**src/rtl/disp_pkg.sv**
```systemverilog
// Shared types and helpers for the multiplexed 7-segment scan controller.
// Optional PWM dimming is enabled in the top level with DISPLAY_SCAN_PWM_EN.
package disp_pkg;

    typedef enum logic [1:0] {
        IDLE  = 2'd0,
        BLANK = 2'd1,
        DWELL = 2'd2
    } scan_state_t;

    localparam int SEG_NIBBLE_W = 4;

    // Digit index width; a 1-bit index is kept even for degenerate counts.
    function automatic int sel_width(input int n);
        return (n <= 2) ? 1 : $clog2(n);
    endfunction

endpackage

```
**src/rtl/display_scan_ctrl_rr_next_digit.sv**
```systemverilog
// Combinational round-robin finder: first enabled digit strictly after cur_idx,
// wrapping around; wrap flags a result at or below cur_idx (frame wrap).
module rr_next_digit
    import disp_pkg::*;
#(
    parameter int NUM_DIGITS = 2,
    parameter int SEL_W      = sel_width(NUM_DIGITS)
) (
    input  logic [NUM_DIGITS-1:0] en_mask,
    input  logic [SEL_W-1:0]      cur_idx,
    output logic [SEL_W-1:0]      next_idx,
    output logic                  wrap
);

    always_comb begin
        int best_off;
        int off;
        next_idx = cur_idx;
        wrap     = 1'b1;
        best_off = NUM_DIGITS + 1;
        off      = 0;
        // Distance from cur_idx going forward; cur_idx itself sits at distance N.
        for (int d = 0; d < NUM_DIGITS; d++) begin
            if (d > int'(cur_idx)) off = d - int'(cur_idx);
            else                   off = d - int'(cur_idx) + NUM_DIGITS;
            if (en_mask[d] && (off < best_off)) begin
                best_off = off;
                next_idx = SEL_W'(d);
                wrap     = (d <= int'(cur_idx));
            end
        end
    end

endmodule

```
**src/rtl/display_scan_ctrl.sv**
```systemverilog
// Multiplexed 7-segment scan controller with blanking, digit skipping and
// tear-free frame-boundary updates. Define DISPLAY_SCAN_PWM_EN for PWM dimming.
module display_scan_ctrl
    import disp_pkg::*;
#(
    parameter int NUM_DIGITS   = 2,
    parameter int DWELL_CYCLES = 333333,
    parameter int BLANK_CYCLES = 1000,
    parameter int CNT_W        = 19
) (
    input  logic                              clk,
    input  logic                              reset,
    input  logic [NUM_DIGITS-1:0]             digit_en,
    input  logic                              upd_valid,
    input  logic [4*NUM_DIGITS-1:0]           upd_data,
`ifdef DISPLAY_SCAN_PWM_EN
    input  logic [3:0]                        brightness,
`endif
    output logic                              upd_ready,
    output logic [NUM_DIGITS-1:0]             an_n,
    output logic [$clog2(NUM_DIGITS)-1:0]     sel,
    output logic [3:0]                        hex_out,
    output logic                              frame_tick,
    output logic [1:0]                        dbg_state
);

    localparam int SEL_W = sel_width(NUM_DIGITS);
    localparam bit HAS_BLANK = (BLANK_CYCLES != 0);
    localparam logic [CNT_W-1:0] DWELL_LAST = CNT_W'(DWELL_CYCLES - 1);
    localparam logic [CNT_W-1:0] BLANK_LAST =
        CNT_W'((BLANK_CYCLES > 0) ? (BLANK_CYCLES - 1) : 0);

    scan_state_t                 r_state;
    logic [CNT_W-1:0]            r_timer;
    logic [SEL_W-1:0]            r_sel;
    logic [NUM_DIGITS-1:0]       r_an_n;
    logic                        r_ft;
    logic [3:0]                  r_hex;
    logic [4*NUM_DIGITS-1:0]     r_active;
    logic [4*NUM_DIGITS-1:0]     r_pend;
    logic                        r_pend_full;

    logic                        w_any_en;
    logic                        w_sel_en;
    logic                        w_dwell_done;
    logic                        w_blank_done;
    logic                        w_dwell_end;
    logic [SEL_W-1:0]            w_rr_cur;
    logic [SEL_W-1:0]            w_next;
    logic                        w_wrap;
    logic [NUM_DIGITS-1:0]       w_lit_cur;
    logic [NUM_DIGITS-1:0]       w_lit_next;
    logic                        w_boundary;
    logic                        w_xfer;
    logic                        w_apply;

    assign w_any_en     = |digit_en;
    assign w_sel_en     = digit_en[r_sel];
    assign w_dwell_done = (r_timer == DWELL_LAST);
    assign w_blank_done = (r_timer == BLANK_LAST);
    assign w_dwell_end  = w_dwell_done || !w_sel_en;
    // From IDLE, searching after the last index yields the lowest enabled digit.
    assign w_rr_cur     = (r_state == IDLE) ? SEL_W'(NUM_DIGITS - 1) : r_sel;
    assign w_lit_cur    = ~(NUM_DIGITS'(1) << r_sel);
    assign w_lit_next   = ~(NUM_DIGITS'(1) << w_next);

    rr_next_digit #(
        .NUM_DIGITS (NUM_DIGITS),
        .SEL_W      (SEL_W)
    ) u_rr (
        .en_mask  (digit_en),
        .cur_idx  (w_rr_cur),
        .next_idx (w_next),
        .wrap     (w_wrap)
    );

    // Scan sequencer: outputs are registered alongside the state they belong to.
    always_ff @(posedge clk) begin
        if (reset) begin
            r_state <= IDLE;
            r_timer <= '0;
            r_sel   <= '0;
            r_an_n  <= '1;
            r_ft    <= 1'b0;
        end else begin
            r_ft <= 1'b0;
            case (r_state)
                IDLE: begin
                    r_an_n <= '1;
                    if (w_any_en) begin
                        r_sel   <= w_next;
                        r_timer <= '0;
                        r_ft    <= 1'b1;
                        if (HAS_BLANK) begin
                            r_state <= BLANK;
                        end else begin
                            r_state <= DWELL;
                            r_an_n  <= w_lit_next;
                        end
                    end
                end
                BLANK: begin
                    if (!w_any_en) begin
                        r_state <= IDLE;
                        r_timer <= '0;
                        r_an_n  <= '1;
                    end else if (w_blank_done) begin
                        r_state <= DWELL;
                        r_timer <= '0;
                        r_an_n  <= w_lit_cur;
                    end else begin
                        r_timer <= r_timer + 1'b1;
                    end
                end
                DWELL: begin
                    if (!w_any_en) begin
                        r_state <= IDLE;
                        r_timer <= '0;
                        r_an_n  <= '1;
                    end else if (w_dwell_end) begin
                        r_sel   <= w_next;
                        r_timer <= '0;
                        r_ft    <= w_wrap;
                        if (HAS_BLANK) begin
                            r_state <= BLANK;
                            r_an_n  <= '1;
                        end else begin
                            r_state <= DWELL;
                            r_an_n  <= w_lit_next;
                        end
                    end else begin
                        r_timer <= r_timer + 1'b1;
                    end
                end
                default: begin
                    r_state <= IDLE;
                    r_timer <= '0;
                    r_an_n  <= '1;
                end
            endcase
        end
    end

    // Update handshake: a word transfers on any cycle where upd_valid and
    // upd_ready are both high; upd_valid/upd_data must hold until then and
    // upd_ready stays low while a captured word waits for a frame boundary.
    assign w_boundary = ((r_state == IDLE) && w_any_en) ||
                        ((r_state == DWELL) && w_any_en && w_dwell_end && w_wrap);
    assign w_xfer     = upd_valid && !r_pend_full;
    assign w_apply    = r_pend_full && (w_boundary || (r_state == IDLE));

    always_ff @(posedge clk) begin
        if (reset) begin
            r_active    <= '0;
            r_pend      <= '0;
            r_pend_full <= 1'b0;
            r_hex       <= '0;
        end else begin
            r_hex <= r_active[{r_sel, 2'b00} +: SEG_NIBBLE_W];
            if (w_xfer) begin
                r_pend      <= upd_data;
                r_pend_full <= 1'b1;
            end else if (w_apply) begin
                r_active    <= r_pend;
                r_pend_full <= 1'b0;
            end
        end
    end

`ifdef DISPLAY_SCAN_PWM_EN
    logic [3:0] r_pwm_cnt;
    logic       r_pwm_on;

    // r_pwm_on is computed for the count value r_pwm_cnt takes this cycle.
    always_ff @(posedge clk) begin
        if (reset) begin
            r_pwm_cnt <= '0;
            r_pwm_on  <= 1'b1;
        end else begin
            r_pwm_cnt <= r_pwm_cnt + 4'd1;
            r_pwm_on  <= ((r_pwm_cnt + 4'd1) <= brightness);
        end
    end

    assign an_n = r_an_n | {NUM_DIGITS{~r_pwm_on}};
`else
    assign an_n = r_an_n;
`endif

    assign upd_ready  = ~r_pend_full;
    assign sel        = r_sel;
    assign hex_out    = r_hex;
    assign frame_tick = r_ft;
    assign dbg_state  = r_state;

endmodule

```
**config.mk**
```make
export PLATFORM = sky130hd
export DESIGN_NAME = display_scan_ctrl
export DESIGN_NICKNAME = d
export VERILOG_FILES = /design/src/rtl/disp_pkg.sv /design/src/rtl/display_scan_ctrl_rr_next_digit.sv /design/src/rtl/display_scan_ctrl.sv
export SDC_FILE = /design/constraint.sdc
export NUM_CORES = 1
export LEC_CHECK = 0
export BUFFER_PORTS_ARGS = -buffer_cell sky130_fd_sc_hd__buf_2
export CORE_UTILIZATION = 25
export DETAILED_ROUTE_END_ITERATION = 12
export PLACE_DENSITY = 0.46
export SYNTH_ARGS = -nofsm -noshare
export SYNTH_HDL_FRONTEND = slang
export SYNTH_SLANG_ARGS = --single-unit
```
**constraint.sdc**
```tcl
create_clock -name clk -period 2.8 [get_ports clk]
set_input_delay 0.42 -clock clk [delete_from_list [all_inputs] [get_ports clk]]
set_output_delay 0.42 -clock clk [all_outputs]
set_load 0.005 [all_outputs]
```
=== Word level (Yosys, flattened, before mapping) ===
Cells that the tools add are included.

* $add $sub $neg: 5
* Multipliers: 0
* Div/mod/pow operators: 0
* Order comparisons: 5
* Equality and inequality tests: 9
* Shift operators: 2
* Muxes and demuxes: 35
* Bitwise gates (word level): 3
* Reduce and logical (&&, ||, !) cells: 21

{| class="wikitable"
|+ Operators by type and width
! kind !! count
|-
| 19-bit 2-to-1 mux || 5
|-
| 32-bit by 3-bit adder with 32-bit output, second input constant || 2
|-
| 32-bit 2-to-1 mux || 2
|-
| 19-bit one-hot mux with 3 select lines || 1
|-
| 32-bit by 3-bit less-than comparator with 1-bit output, second input constant || 1
|-
| 32-bit less-than comparator || 1
|-
| 19-bit by 1-bit adder with 19-bit output, second input constant || 1
|-
| 19-bit by 10-bit equality test with 1-bit output, second input constant || 1
|-
| 19-bit equality test, second input constant || 1
|-
| 2-bit 2-to-1 mux || 9
|-
| 1-bit 2-to-1 mux || 14
|-
| 1-bit logical AND || 8
|-
| 8-bit by 4-bit variable part select with 4-bit output || 1
|-
| 2-bit inequality test, second input constant || 3
|-
| 3-bit inequality test, second input constant || 2
|-
| 2-bit one-hot mux with 3 select lines || 1
|-
| 1-bit one-hot mux with 2 select lines || 2
|-
| 2-bit one-hot mux with 2 select lines || 1
|-
| 2-bit AND reduction || 2
|-
| 4-bit AND reduction || 1
|-
| 2-bit nonzero test || 2
|-
| 1-bit by 1-bit subtractor with 2-bit output, first input constant || 2
|-
| 1-bit logical OR || 3
|-
| 3-bit AND reduction || 1
|-
| other kinds (11) || 13
|}

* Register bits after elaboration: 46
* Bits in latches: 0
* Bits in writable memories: 0
* Memory bits (read-only): 0
* Bits of input ports: 13
* Output and inout bits: 11
* Word-level logic and storage cells: 89
* Memories kept: 0

=== Logic depth before layout (Yosys ltp) ===
* Depth in word-level cells: 16
* Mapped depth: 8
* Depth with buffers taken out: 7

=== Hierarchy ===
From an unflattened synthesis, not the netlist that was laid out.

* Cells, all modules: 257
* Area, all modules: 2309.7 sq um

{| class="wikitable"
|+ Modules (own cells, without submodules)
! module !! instances !! cells an instance !! area an instance (sq um) !! sequential area each (sq um)
|-
| display_scan_ctrl || 1 || 254 || 2283.4 || 920.9
|-
| rr_next_digit || 1 || 3 || 26.3 || 0.0
|}

=== Least setup slack after synthesis ===
No wires, ideal clock.

* Kind: register to register
* From: register r_timer[2]
* To: register r_an_n[0], in the netlist an_n[0]
* Library setup time: 0.114 ns
* Data arrival time: 1.970 ns
* Required time: 2.686 ns
* Slack: 0.716 ns
* Cell stages (with the launch flop): 6
* Path buffers: 0
* Clock period less this slack: 2.084 ns
* Cells stage by stage: dfxtp_1 > or4b_4 > nor4_4 > a41oi_2 > or4_1 > a21o_1

* Cells in the longest elaborated chain, start to end: 4
* Elaborated cells between the ends (all ways): 6
* Classes of those cells: eq/ne: 4; reduce/logical: 2

{| class="wikitable"
|+ Ends and longest elaborated chain
! item !! RTL line !! RTL
|-
| start: declaration || display_scan_ctrl.sv:34 || <nowiki>logic [CNT_W-1:0] r_timer;</nowiki>
|-
| start signal: assignment || display_scan_ctrl.sv:112 || <nowiki>r_timer <= r_timer + 1'b1;</nowiki>
|-
| start signal: assignment || display_scan_ctrl.sv:132 || <nowiki>r_timer <= r_timer + 1'b1;</nowiki>
|-
| 19-bit equality test || display_scan_ctrl.sv:59 || <nowiki>assign w_dwell_done = (r_timer == DWELL_LAST);</nowiki>
|-
| 1-bit logical OR || display_scan_ctrl.sv:61 || <nowiki>assign w_dwell_end = w_dwell_done || !w_sel_en;</nowiki>
|-
| 3-bit inequality test (no source line) || - ||
|-
| 2-bit AND reduction (no source line) * || - ||
|-
| end signal: assignment || display_scan_ctrl.sv:98 || <nowiki>r_an_n <= w_lit_next;</nowiki>
|-
| end signal: assignment || display_scan_ctrl.sv:110 || <nowiki>r_an_n <= w_lit_cur;</nowiki>
|-
| end signal: assignment || display_scan_ctrl.sv:129 || <nowiki>r_an_n <= w_lit_next;</nowiki>
|-
| end: declaration || display_scan_ctrl.sv:36 || <nowiki>logic [NUM_DIGITS-1:0] r_an_n;</nowiki>
|}

Mark *: on every way between the ends. The rest lies on a longest branch, timed or not.
A chain may end at the register's enable or synchronous reset.

=== Worst setup path in the final report ===
Ends and elaborated chain as after synthesis.

==> impl_metrics.ini <==
[placed_design]
port_buffers = 23
place_inst = 390
pre_cts_slack_ns = 0.479
placed_area_sq_um = 2470
post-dp-hpwl_microns = 3780
gp_congestion = 0.763

[hold_path]
hold_path.class = in2reg

[worst_setup_path]
crit_path_end_kind = register
critical_path_class = reg2reg
critPathRequiredTime_ns = 3.00
crit_chain = or4b_4 > nor4_4 > a41oi_2 > or4_1 > a21o_1
cp.arrival_ns = 2.52
critPathLaunchType = register
path_max_fanout = 10
slowest_delay_ns = 0.50
critPathSlowestCell = or4b_4

[die]
rows = 34
die_area_sq_um = 9260
core_sq_um = 8680
die_y_microns = 96.3
start_util = 0.256
fp.dieW_microns = 96.3
ios = 24

[synthesis]
synth_flop_cell = dfxtp_1
synth_cell_types = 44
synth_fp_nets = 283
synthCells = 264
synth_edf_count = 0
synth_top_area_share = 0.415
synth_seq_cells = 46
ys_top_cells_by_area = dfxtp_1 41%, nand2_1 8.6%, mux2i_1 6.3%
ys_async_sr_fraction = 0
syn_area_sq_um = 2220
synth_seq_area_share = 0.415
ys_warn_count = 0
synth_top_area_cell = dfxtp_1
syn_avg_cell_area_sq_um = 8.41

[cts]
cts_setup_buffers = 0
clk_pin_slew_ns = 0.10
cts.sinks = 46
cts_made_buffers = 5
cts.path.max_buffers = 2
cts_tree = yes
clk_root_buffer_cell = clkbuf_8
ctsResizeCount = 0
hold_buffers = 0
htreeDepth = 2
clkLatencyLatePin_ns = 0.30

[grt]
busiest_layer = met2
grt_use_met3 = 0.0269
grt_max_degree = 22
grt_pass1_vias = 1688
grt_pass1_wl_microns = 8580
grt_usage = 0.121
grt_use_met1 = 0.175
grt_util_met2 = 0.176
grt-ovfl-total = 0
antenna_found_initial = 0

[timing]
setup_slack_ns = 0.479
slew_violations = 0
max_slew.worst_pin.slew_ns = 0.709
min_period_over_period = 0.829
setup_viol = 0
skew_ns = 0.0140
layout_min_cycle_time_ns = 2.32
grt_setup_unrepaired = false
relSlewSlack = 0.523
setup_tns_ns = 0
finalHoldViolCount = 0
timing.fmax_ghz = 0.431

[route]
postRouteAntennaNets = 0
vias = 1921
wirelength_microns = 5280
route.detailed.drc = 0
viasPerCell = 4.83
routedWlPerCell_microns = 13.3
drtIter0Drc = 80
dr.pass1.iters = 4

[final_layout]
stdcell_area_sq_um = 2570
drive_gt1_frac = 0.148
final_cells = 398
fillCellCount = 961
area_growth_pct = 15.5
final_nets = 308
diodes = 0

[pwr]
ir_drop_mv = 0.230
p_leak_nw = 0.923
p_per_area_nw_per_um2 = 602

[outcome]
outcome = completed

[job]
drv_cap = 0
[critical path, delay by kind of cell (launching register included)]
family / cells / cell delay [ns]
DFF: 1 / 0.43
AOI/OAI and AO/OA: 2 / 0.54
and+or+nand+nor: 3 / 1.26
[cell families after synthesis]
group,after synthesis,synth area share
AND/OR/NAND/NOR,106,0.233
AO/OA/AOI/OAI,57,0.170
flip-flops,46,0.415
buffers and inverters,24,0.0411
multiplexers,15,0.0682
adder cells (fa/ha/maj),6,0.0338
XOR/XNOR,10,0.0394
[final timing paths]
check / startpoint / to / slack (ns) / cells past startpoint
worst max-delay path: r_timer[2] / an_n[0] / 0.48 / 5
worst min-delay path: upd_data[6] / r_pend[6] / 0.34 / 3
worst max register to register: r_timer[2] / an_n[0] / 0.48 / 5
worst min register to register: r_pend[4] / r_pend[4] / 0.46 / 2
[registers in the layout (all words and copies together) (netlist names)]
register,flops
hex_out,4
dbg_state,2
r_active,8
frame_tick,1
r_timer,19
r_pend,8
an_n,2
r_pend_full,1
sel,1
[per-layer routing]
metal / vias up / part of all wire
met5: - / 0
met4: 0 / 0.0076
met3: 4 / 0.031
met2: 27 / 0.43
met1: 905 / 0.53
li1: 985 / -
[power breakdown]
group / leakage, nW / internal, mW / switching, mW
Clock: 0.0408 / 0.179 / 0.243
Combinational: 0.509 / 0.156 / 0.206
Sequential: 0.373 / 0.699 / 0.0605
[synthesized netlist by cell type (3+ instances only)]
cell type and number:
or4_1 4, xnor2_1 4, nand2_1 51, xor2_1 6
a21oi_1 21, mux2i_1 14, nor2b_1 4, dfxtp_1 46
clkbuf_1 9, o21ai_0 10, nor4_1 5, ha_1 6
a31oi_1 3, nor2_1 16, nand3_1 8, nand4_1 6
o221ai_1 6, inv_1 13
[placed cells by master, fill, tap and decap left out, types with 2 or more instances in the layout]
cell / count
xor2_1: 6
nor3_1: 2
a21oi_1: 21
and3_1: 2
nor4_1: 5
nor2b_1: 4
inv_1: 13
a31oi_1: 3
ha_1: 6
nand3_1: 8
buf_2: 23
clkinvlp_4: 2
or4_1: 4
nor2_1: 16
nand4_1: 6
nand2_1: 51
mux2i_1: 14
xnor2_1: 4
nor3b_1: 2
clkbuf_8: 5
buf_4: 6
o21ai_0: 10
and2_1: 2
a21o_1: 2
o22ai_1: 2
dfxtp_1: 46
o221ai_1: 6
[final cells by class]
class | instances | area, sq um | area share
clock buffers | 5 | 68.8 | 0.0268
clock inverters | 3 | 23.8 | 0.00926
inverters | 13 | 48.8 | 0.0190
multi-input cells | 194 | 1210 | 0.471
flip-flops and latches | 46 | 921 | 0.359
well taps | 108 | 135 | 0.0527
repair buffers | 29 | 160 | 0.0624
[stage by stage]
step                hold slack (ns)  power, mW   util
floorplan                     0.434       1.01      -
global placement              0.444       1.14  0.285
detailed placement            0.448       1.14  0.285
CTS                           0.326       1.57  0.296
global route                  0.331       1.65  0.296
finish                        0.338       1.54  0.296
Power figures use the tool's default switching activity.
